===== src/rtl/fp_addsub_param.sv =====
// Multi-cycle floating-point adder/subtractor with configurable EXP_W/MAN_W format.
// Define FP_ADDSUB_SUBNORMAL_EN for gradual underflow; the default build flushes tiny values to zero.
module fp_addsub_param #(
  parameter int EXP_W = 8,
  parameter int MAN_W = 23
) (
  input  logic                   clk,
  input  logic                   reset,
  input  logic                   start,
  input  logic                   oper,
  input  logic [EXP_W+MAN_W:0]   A,
  input  logic [EXP_W+MAN_W:0]   B,
  output logic [EXP_W+MAN_W:0]   R,
  output logic [3:0]             flags,
  output logic                   ready,
  output logic                   done
);
  localparam int W  = 1 + EXP_W + MAN_W;
  localparam int SW = MAN_W + 4;   // {hidden, fraction, G, R, S}
  localparam int XW = EXP_W + 2;   // headroom for carry and rounding increments
  localparam logic [EXP_W-1:0] EMAX = '1;
  localparam logic [W-1:0] QNAN = {1'b0, EMAX, 1'b1, {(MAN_W-1){1'b0}}};

  typedef enum logic [2:0] {IDLE, UNPACK, ALIGN, ADD, NORM, ROUND} state_t;
  state_t state, state_nx;

  logic [W-1:0]  a_q, b_q;
  logic          op_q;
  logic          sa_p0, sb_p0, nan_p0, infa_p0, infb_p0;
  logic [XW-1:0] ea_p0, eb_p0;
  logic [SW-1:0] ma_p0, mb_p0;
  logic          sx_p1, sy_p1;
  logic [XW-1:0] ex_p1;
  logic [SW-1:0] mx_p1, my_p1;
  logic          sub_p2;
  logic [SW:0]   sum_p2;

  function automatic logic is_nan(input logic [W-1:0] x);
    return (x[W-2:MAN_W] == EMAX) && (x[MAN_W-1:0] != '0);
  endfunction

  function automatic logic is_inf(input logic [W-1:0] x);
    return (x[W-2:MAN_W] == EMAX) && (x[MAN_W-1:0] == '0);
  endfunction

  function automatic logic [XW-1:0] exp_of(input logic [W-1:0] x);
    return (x[W-2:MAN_W] == '0) ? XW'(1) : {2'b00, x[W-2:MAN_W]};
  endfunction

  function automatic logic [SW-1:0] sig_of(input logic [W-1:0] x);
    logic hid;
    hid = (x[W-2:MAN_W] != '0);
`ifdef FP_ADDSUB_SUBNORMAL_EN
    return {hid, x[MAN_W-1:0], 3'b000};
`else
    return hid ? {1'b1, x[MAN_W-1:0], 3'b000} : '0;
`endif
  endfunction

  function automatic logic [31:0] lzc(input logic [SW-1:0] v);
    lzc = 32'(SW);
    for (int i = 0; i < SW; i++)
      if (v[i]) lzc = 32'(SW - 1 - i);
  endfunction

  // Round-to-nearest-even on G/R/S, then pack; returns {result, flags}.
  function automatic logic [W+3:0] round_pack(input logic s, input logic [XW-1:0] e,
                                              input logic [SW-1:0] m);
    logic [MAN_W+1:0] mr;
    logic [XW-1:0]    ef;
    logic [W-1:0]     res;
    logic             up, inx, ovf, unf;
    inx = |m[2:0];
    up  = m[2] & (m[1] | m[0] | m[3]);
    mr  = {1'b0, m[SW-1:3]} + (MAN_W+2)'(up);
    ef  = e;
    ovf = 1'b0;
    unf = 1'b0;
    if (mr[MAN_W+1]) begin
      mr = mr >> 1;
      ef = e + 1'b1;
    end
    res = {s, (mr[MAN_W] ? ef[EXP_W-1:0] : {EXP_W{1'b0}}), mr[MAN_W-1:0]};
    if (ef >= {2'b00, EMAX}) begin
      res = {s, EMAX, {MAN_W{1'b0}}};
      ovf = 1'b1;
      inx = 1'b1;
    end else if (!mr[MAN_W]) begin
`ifdef FP_ADDSUB_SUBNORMAL_EN
      unf = inx;
`else
      res = {s, {(W-1){1'b0}}};
      unf = 1'b1;
      inx = 1'b1;
`endif
    end
    return {res, 1'b0, ovf, unf, inx};
  endfunction

  always_ff @(posedge clk) begin
    if (reset) state <= IDLE;
    else       state <= state_nx;
  end

  always_comb begin
    state_nx = state;
    unique case (state)
      IDLE:    if (start) state_nx = UNPACK;
      UNPACK:  state_nx = ALIGN;
      ALIGN:   state_nx = ADD;
      ADD:     state_nx = NORM;
      NORM:    state_nx = ROUND;
      ROUND:   state_nx = IDLE;
      default: state_nx = IDLE;
    endcase
  end

  // R is registered on entry to ROUND, so the ROUND cycle itself presents the result.
  assign ready = (state == IDLE) || (state == ROUND);
  assign done  = (state == ROUND);

  logic          swap;
  logic [XW-1:0] dexp;
  logic [31:0]   sh_al;
  logic [SW-1:0] my_sel;
  logic [2*SW-1:0] wide;
  logic [SW-1:0] my_al;

  always_comb begin
    swap   = {eb_p0, mb_p0} > {ea_p0, ma_p0};
    dexp   = swap ? (eb_p0 - ea_p0) : (ea_p0 - eb_p0);
    my_sel = swap ? ma_p0 : mb_p0;
    sh_al  = (32'(dexp) > 32'(SW - 1)) ? 32'(SW - 1) : 32'(dexp);
    wide   = {my_sel, {SW{1'b0}}} >> sh_al;
    my_al  = {wide[2*SW-1:SW+1], wide[SW] | (|wide[SW-1:0])};
  end

  always_ff @(posedge clk) begin
    if (state == IDLE && start) begin
      a_q  <= A;
      b_q  <= B;
      op_q <= oper;
    end
    // UNPACK -> ALIGN
    if (state == UNPACK) begin
      sa_p0   <= a_q[W-1];
      sb_p0   <= b_q[W-1] ^ op_q;
      ea_p0   <= exp_of(a_q);
      eb_p0   <= exp_of(b_q);
      ma_p0   <= sig_of(a_q);
      mb_p0   <= sig_of(b_q);
      nan_p0  <= is_nan(a_q) | is_nan(b_q);
      infa_p0 <= is_inf(a_q);
      infb_p0 <= is_inf(b_q);
    end
    // ALIGN -> ADD
    if (state == ALIGN) begin
      sx_p1 <= swap ? sb_p0 : sa_p0;
      sy_p1 <= swap ? sa_p0 : sb_p0;
      ex_p1 <= swap ? eb_p0 : ea_p0;
      mx_p1 <= swap ? mb_p0 : ma_p0;
      my_p1 <= my_al;
    end
    // ADD -> NORM
    if (state == ADD) begin
      sub_p2 <= sx_p1 ^ sy_p1;
      sum_p2 <= (sx_p1 ^ sy_p1) ? ({1'b0, mx_p1} - {1'b0, my_p1})
                                : ({1'b0, mx_p1} + {1'b0, my_p1});
    end
  end

  logic [31:0]   lz, lim, sh_n;
  logic [SW-1:0] m_n;
  logic [XW-1:0] e_n;
  logic [W-1:0]  res_n;
  logic [3:0]    flg_n;

  always_comb begin
    lz   = lzc(sum_p2[SW-1:0]);
    lim  = 32'(ex_p1) - 32'd1;
    sh_n = (lz < lim) ? lz : lim;
    if (sum_p2[SW]) begin
      m_n = {sum_p2[SW:2], sum_p2[1] | sum_p2[0]};
      e_n = ex_p1 + 1'b1;
    end else begin
      m_n = sum_p2[SW-1:0] << sh_n;
      e_n = ex_p1 - XW'(sh_n);
    end
    {res_n, flg_n} = round_pack(sx_p1, e_n, m_n);
    if (nan_p0) begin
      res_n = QNAN;
      flg_n = 4'b0000;
    end else if (infa_p0 && infb_p0 && (sa_p0 != sb_p0)) begin
      res_n = QNAN;
      flg_n = 4'b1000;
    end else if (infa_p0 || infb_p0) begin
      res_n = {(infa_p0 ? sa_p0 : sb_p0), EMAX, {MAN_W{1'b0}}};
      flg_n = 4'b0000;
    end else if (sum_p2 == '0) begin
      res_n = {sx_p1 & ~sub_p2, {(W-1){1'b0}}};
      flg_n = 4'b0000;
    end
  end

  // NORM -> ROUND: result and flags commit together with the done pulse
  always_ff @(posedge clk) begin
    if (reset) begin
      R     <= '0;
      flags <= '0;
    end else if (state == NORM) begin
      R     <= res_n;
      flags <= flg_n;
    end
  end

endmodule


===== config.mk =====
export PLATFORM = sky130hd
export DESIGN_NAME = fp_addsub_param
export DESIGN_NICKNAME = d
export VERILOG_FILES = /design/src/rtl/fp_addsub_param.sv
export SDC_FILE = /design/constraint.sdc
export NUM_CORES = 1
export LEC_CHECK = 0
export CAP_MARGIN = 20
export CELL_PAD_IN_SITES_DETAIL_PLACEMENT = 1
export CELL_PAD_IN_SITES_GLOBAL_PLACEMENT = 2
export CORE_MARGIN = 5
export CORE_UTILIZATION = 42
export DETAILED_ROUTE_END_ITERATION = 8
export PLACE_DENSITY = 0.95
export REMOVE_ABC_BUFFERS = 1
export SLEW_MARGIN = 20
export SYNTH_ARGS = -nofsm -noshare
export SYNTH_HDL_FRONTEND = slang
export SYNTH_SLANG_ARGS = --single-unit
export TNS_END_PERCENT = 30

===== constraint.sdc =====
create_clock -name clk -period 13.28 [get_ports clk]
set_input_delay 2.656 -clock clk [delete_from_list [all_inputs] [get_ports clk]]
set_output_delay 2.656 -clock clk [all_outputs]
set_load 0.005 [all_outputs]

==> impl_metrics.yaml, run 1 <==
floorplanning:
  row_count: 76
  die_w_um: 219
  floorplan.core_area_mm2: 0.0433
  die_height_um: 219
  initial_utilization: 0.426
  die_area_mm2: 0.0482
  floorplan.io_pins: 106
power:
  power_leakage_nw: 7.61
  max-vdd-ir-drop_v: 0.000114
  total_power_mw: 2.76
  p_per_area_mw_per_mm2: 132
cells_and_area:
  commonest_cells_after_routing_fill_and_taps_aside: "edfxtp_1 (224), nand2_1 (207), nor2_1 (150)"
  layout-area-overhead-vs-synth_pct: 14.0
  drive_gt1_frac: 0.0744
  seq_area_mm2: 0.00751
  multi_input_area_mm2: 0.0101
  final_common_cell: "edfxtp_1"
  fill_cells: 4891
  finalNonFillerCells: 2656
  n_antenna_cell: 0
  final_design_area_no_fill_mm2: 0.0210
  design.final.nets: 2200
sta:
  final_max_slew_viol_count: 0
  report.final.hold_viol_count: 0
  worst_margin_slew_ps: 1060
  fmaxAchievable_ghz: 0.118
  fin_crit_sh: 0.639
  final-setup-viol-count: 0
  clk_skew_ps: 13.1
  grt_setup_unrepaired: "false"
  aggregate_negative_setup_slack_ps: 0
  fin_crit_ps: 8490
  worst_slew_margin_rel: 0.285
drt:
  antenna_left: 0
  drc_violations: 0
  drt-pass1-iter-count: 5
  via_count: 16200
  post_drt_wl_per_cell_um: 23.2
  detail_route.wirelength_mm: 61.6
  drt-vias-per-instance: 6.11
  detail_route.iter0.violations: 1219
cts:
  cts_buffers: 31
  cts.sink_count: 263
  cts.repair_timing.setup_buffer_count: 0
  cts_tree: "done"
  clock_tree.root_cell: "clkbuf_16"
  path_clk_slew_ps: 60
  ctsHoldBuffers: 0
  clock_insertion_delay_worst_skew_ps: 600
  cts-htree-levels: 1
  cts_repair_resize_count: 0
  cts-root-to-sink-buffers: 3
setup_path:
  timing.critical_path.from_type: "flip-flop"
  cp_max_fo: 35
  timing.critical_path.max_delay_family: "simple AND/OR/NAND/NOR gates"
  worst_r2r_path_depth: 29
  slowest_delay_ps: 720
  worst-path-buf-inv: 3
  setup.reg_to_reg.worst_slack_ps: 4790
  startpoint: "sum_p2[19]"
  worst_r2r_startpoint: "sum_p2[19]"
  path_common_cell: "a21oi_1"
  worstReg2RegEnd: "flags[2]"
  worst_setup_path_end_kind: "flip-flop"
  timing.critical_path.required_ps: 13710
  setup.worst_path.class: "reg2reg"
  timing.critical_path.slowest_stage_cell: "nor4_1"
  worst-endpoint-arrival_ps: 8920
global_route:
  grt_pass1_wl_mm: 95.7
  antenna_found_initial: 0
  grt_overflow: 0
  groute.usage.overall: 0.250
  grt_max_degree: 91
  number_of_global_route_vias_before_repair: 17000
hold_path:
  worstHoldEndpoint: "sa_p0"
  hold-path-cell-count: 0
  worstHoldStart: "a_q[31]"
  hold_path_class: "reg2reg"
logic_synthesis:
  postSynthRegisterBits: 263
  synth_mux_area_frac: 0.0346
  synth-xor-area-share: 0.0428
  synthAdderAreaFrac: 0.0583
  synthesis.instances: 1997
  ys.flop_type: "edfxtp_1"
  synth_async_sr_flop_share: 0
  synth_top_family_by_area: "compound AO/OA/AOI/OAI gates"
  number_of_distinct_standard_cells_referenced_by_the_synthesized_netlist: 99
  compound_cell_area_share_of_the_yosys_netlist: 0.210
  netlist_area_mm2: 0.0184
  synth.avg_cell_area_um2: 9.23
  synth_enable_flop_cells: 224
  synth_seq_area_share: 0.407
  yosysWarnings: 0
  post_synth_and_or_nand_nor_area_fraction: 0.202
job:
  drv.max_cap_violation_count: 0
placement:
  placement.io_buffers: 105
  detailed_place_hpwl_mm: 47.5
  place_inst: 2600
  globalplace.congestion: 0.970
  placedInstanceArea_mm2: 0.0200
run_status:
  outcome: "finished clean"
[layer usage]
layer	share of wire	wire length [um]	GRT usage	vias to the layer above
met1	0.40	24500	0.294	8088
met4	0.048	2940	0.100	0
li1	-	-	-	7579
met5	0	0	0	-
met2	0.51	31600	0.462	411
met3	0.041	2540	0.0305	139
[through the flow]
| step | util | setup slack (ps) | hold WS (ps) |
|---|---|---|---|
| after floorplan | - | 3360 | 400 |
| after global placement | 0.462 | 5010 | 405 |
| after detailed placement | 0.462 | 4630 | 406 |
| after CTS | 0.485 | 4600 | 420 |
| after global routing | 0.485 | 4130 | 434 |
| final | 0.485 | 4790 | 423 |
[cell families (layout without fill, tap and decap cells)]
kind of cell	count (synthesis)	after routing
flops	263	263
simple gates	736	736
compound gates	563	563
fa+ha+maj	84	84
mux	57	57
buf+inv	204	278
xor+xnor	90	90
[cell usage after synthesis, types with 11 or more instances]
| cell | n | area share |
|---|---|---|
| nand3_1 | 71 | 0.019 |
| xor2_1 | 23 | 0.011 |
| mux2_2 | 16 | 0.0098 |
| nor3b_1 | 12 | 0.0049 |
| a32o_1 | 11 | 0.0060 |
| o21a_1 | 25 | 0.010 |
| o21bai_1 | 13 | 0.0053 |
| o21ai_2 | 13 | 0.0062 |
| nor4_1 | 34 | 0.012 |
| nand2_1 | 207 | 0.042 |
| a21o_1 | 17 | 0.0069 |
| buf_2 | 12 | 0.0033 |
| dfxtp_1 | 39 | 0.042 |
| edfxtp_1 | 224 | 0.37 |
| a22oi_1 | 27 | 0.011 |
| or3_1 | 11 | 0.0037 |
| a211oi_1 | 32 | 0.013 |
| a21oi_1 | 74 | 0.020 |
| and3_1 | 18 | 0.0061 |
| nor3_1 | 49 | 0.013 |
| nand2b_1 | 17 | 0.0058 |
| a31oi_1 | 28 | 0.0095 |
| inv_1 | 85 | 0.017 |
| nor2b_1 | 19 | 0.0065 |
| xnor2_1 | 67 | 0.032 |
| mux2i_1 | 36 | 0.020 |
| nor2_1 | 151 | 0.031 |
| nand4_1 | 25 | 0.0085 |
| ha_1 | 81 | 0.055 |
| and2_1 | 71 | 0.024 |
| o21ai_0 | 143 | 0.039 |
| o211ai_1 | 43 | 0.018 |
| clkbuf_1 | 87 | 0.018 |
| o22ai_1 | 14 | 0.0048 |
[flip-flops by register name, summed over array words and instances (netlist names), 3 cells and up]
| name | flops |
|---|---|
| mx_p1 | 24 |
| my_p1 | 27 |
| eb_p0 | 8 |
| state | 3 |
| ea_p0 | 8 |
| mb_p0 | 24 |
| ma_p0 | 24 |
| sum_p2 | 28 |
| ex_p1 | 8 |
| a_q | 32 |
| b_q | 32 |
| flags | 4 |
| R | 32 |
[power breakdown]
group	switching (mW)	internal, mW	leakage [nW]
clock	0.341	0.508	0.494
combinational	0.541	0.314	4.73
sequential	0.0577	1.00	2.39
[final cells by class]
type | instances | area share
inverter | 89 | 0.0159
sequential | 263 | 0.357
multi-input combinational | 1530 | 0.483
clock inverter | 12 | 0.00751
clock buffer | 44 | 0.0409
tap | 585 | 0.0349
timing repair buffer | 133 | 0.0601
[how the worst max path moves through the flow]
| stage | end | slack [ps] | cells past startpoint |
|---|---|---|---|
| floorplan | a_q[0] | 3360 | 1 |
| global placement | R[11] | 5010 | 26 |
| detailed placement | R[13] | 4630 | 30 |
| CTS | R[13] | 4600 | 30 |
| global route | flags[2] | 4130 | 32 |
| finish | flags[2] | 4790 | 29 |
Power figures use the tool's default switching activity.
==> inputs of run 2 (changes only) <==
CORE_UTILIZATION = 39   (was 42)
PLACE_DENSITY = 0.91   (was 0.95)
clock period = 8.1 ns   (was 13.28 ns; I/O delays follow)
==> impl_metrics.yaml, run 2 (synthesis gave the netlist of run 1 again) <==
run_status:
  outcome: "finished clean"
cells_and_area:
  commonest_cells_after_routing_fill_and_taps_aside: "edfxtp_1 (224), nand2_1 (207), nor2_1 (148)"
  finalCoreUtilization: 0.457
  finalNonFillerCells: 2720
  fill_cells: 5343
  design.final.nets: 2241
  reg.largest.list: "R x32, a_q x32, b_q x32"
  layout-area-overhead-vs-synth_pct: 15.7
  final_common_cell: "edfxtp_1"
  n_antenna_cell: 0
  drive_gt1_frac: 0.0923
sta:
  aggregate_negative_setup_slack_ps: 0
  grt_setup_unrepaired: "false"
  holdWs_ps: 424
  final-setup-viol-count: 0
  worst_slew_margin_rel: 0.220
  report.final.hold_viol_count: 0
  final_max_slew_viol_count: 0
  fmaxAchievable_ghz: 0.131
  worst_margin_slew_ps: 1160
  fin_crit_ps: 7620
  fin_crit_sh: 0.941
  clk_skew_ps: 47.3
setup_path:
  worst-endpoint-arrival_ps: 8120
  timing.critical_path.slowest_stage_cell: "or4b_4"
  worst_setup_path_end_kind: "flip-flop"
  timing.critical_path.max_delay_family: "simple AND/OR/NAND/NOR gates"
  timing.critical_path.from_type: "flip-flop"
  timing.critical_path.required_ps: 8600
  cp_max_fo: 25
  worst_r2r_startpoint: "sum_p2[19]"
  worst_r2r_path_depth: 29
  setup.reg_to_reg.worst_slack_ps: 480
  slowest_delay_ps: 650
  setup.worst_path.class: "reg2reg"
  worstReg2RegEnd: "R[8]"
  path_common_cell: "a21oi_1"
  timing.critical_path.depth: 29
  worst-path-buf-inv: 3
drt:
  drt-pass1-iter-count: 5
  drc_violations: 0
  post_drt_wl_per_cell_um: 22.4
  drt-vias-per-instance: 5.92
  via_count: 16100
  detail_route.wirelength_mm: 61.1
  antenna_left: 0
  detail_route.iter0.violations: 867
power:
  power_leakage_nw: 7.79
  pwr-share-seq: 0.389
  p_per_area_mw_per_mm2: 209
  max-vdd-ir-drop_v: 0.000165
  total_power_mw: 4.46
  p_sw_frac: 0.338
  clkPwrFrac: 0.298
  switching_power_mw: 1.51
  power_share_of_the_combinational_group: 0.313
  cell_internal_pwr_mw: 2.95
global_route:
  groute.usage.overall: 0.230
  grt_max_degree: 81
  antenna_found_initial: 0
  grt_overflow: 0
  grt_pass1_wl_mm: 94.7
  number_of_global_route_vias_before_repair: 17000
hold_path:
  hold-path-cell-count: 0
  hold_path_class: "reg2reg"
  worstHoldStart: "a_q[31]"
  worstHoldEndpoint: "sa_p0"
cts:
  cts.repair_timing.setup_buffer_count: 0
  cts_buffers: 30
  cts-root-to-sink-buffers: 3
  cts.sink_count: 263
  cts-htree-levels: 1
  clock_tree.root_cell: "clkbuf_16"
  path_clk_slew_ps: 60
  cts_tree: "done"
  clock_insertion_delay_worst_skew_ps: 610
floorplanning:
  floorplan.io_pins: 106
  die_area_mm2: 0.0517
  die_height_um: 227
  floorplan.core_area_mm2: 0.0467
  initial_utilization: 0.395
  row_count: 79
  die_w_um: 227
placement:
  detailed_place_hpwl_mm: 48.0
  place_inst: 2664
  globalplace.congestion: 1.01
  placement.io_buffers: 105
job:
  drv.max_cap_violation_count: 0
[run 2: area by class of cell]
cell class              instances  area [um^2]  share of cell area
clock buffers                  36          773              0.0363
clock inverters                20          200             0.00939
inverters                      89          334              0.0157
multi-input cells            1530        10200               0.477
flip-flops and latches        263         7510               0.352
well taps                     607          759              0.0356
repair buffers                175         1580              0.0740
[run 2: worst register-to-register path, delay by kind of cell, from the launching register on]
kind | cells | cell delay (ps)
AND/OR/NAND/NOR | 8 | 2490
AO/OA/AOI/OAI | 12 | 2210
adder cells (fa/ha/maj) | 3 | 900
buffers and inverters | 3 | 740
flip-flops | 1 | 550
XOR/XNOR | 2 | 400
multiplexers | 1 | 290
[run 2: worst max-delay path by stage]
stage,start,to
finish,sum_p2[19],R[8]
global route,sum_p2[16],R[18]
CTS,sum_p2[19],R[27]
detailed placement,sum_p2[19],R[3]
global placement,sum_p2[19],R[5]
floorplan,start,a_q[0]
[run 2: routing by layer]
layer,track usage,part of all wire,vias up
met5,0,0,-
met4,0.102,0.053,0
met3,0.0208,0.032,127
met2,0.428,0.51,340
met1,0.270,0.40,7966
li1,-,-,7659
[run 2: power groups by stage]
stage          clock, mW  combinational, mW  sequential (mW)
2_1_floorplan          0              0.957             1.74
5_1_grt             1.42               1.53             1.75
3_3_place_gp           0               1.34             1.75
4_1_cts             1.36               1.39             1.73
6_report            1.33               1.40             1.73
3_5_place_dp           0               1.38             1.76
[run 2: repair_timing]
action                                  in CTS  in global routing
pin swaps                                    0                  0
resized for setup                            1                  4
endpoints found under the setup margin      10                 34
hold buffers                                 0                  0
cloned                                       0                  0
[run 2: stage by stage]
stage,worst slack [ps],area (um^2)
after CTS,143,21300
final,481,21300
after floorplan,-781,17900
after global routing,12.7,21300
after global placement,172,20300
after detailed placement,-22.3,20300
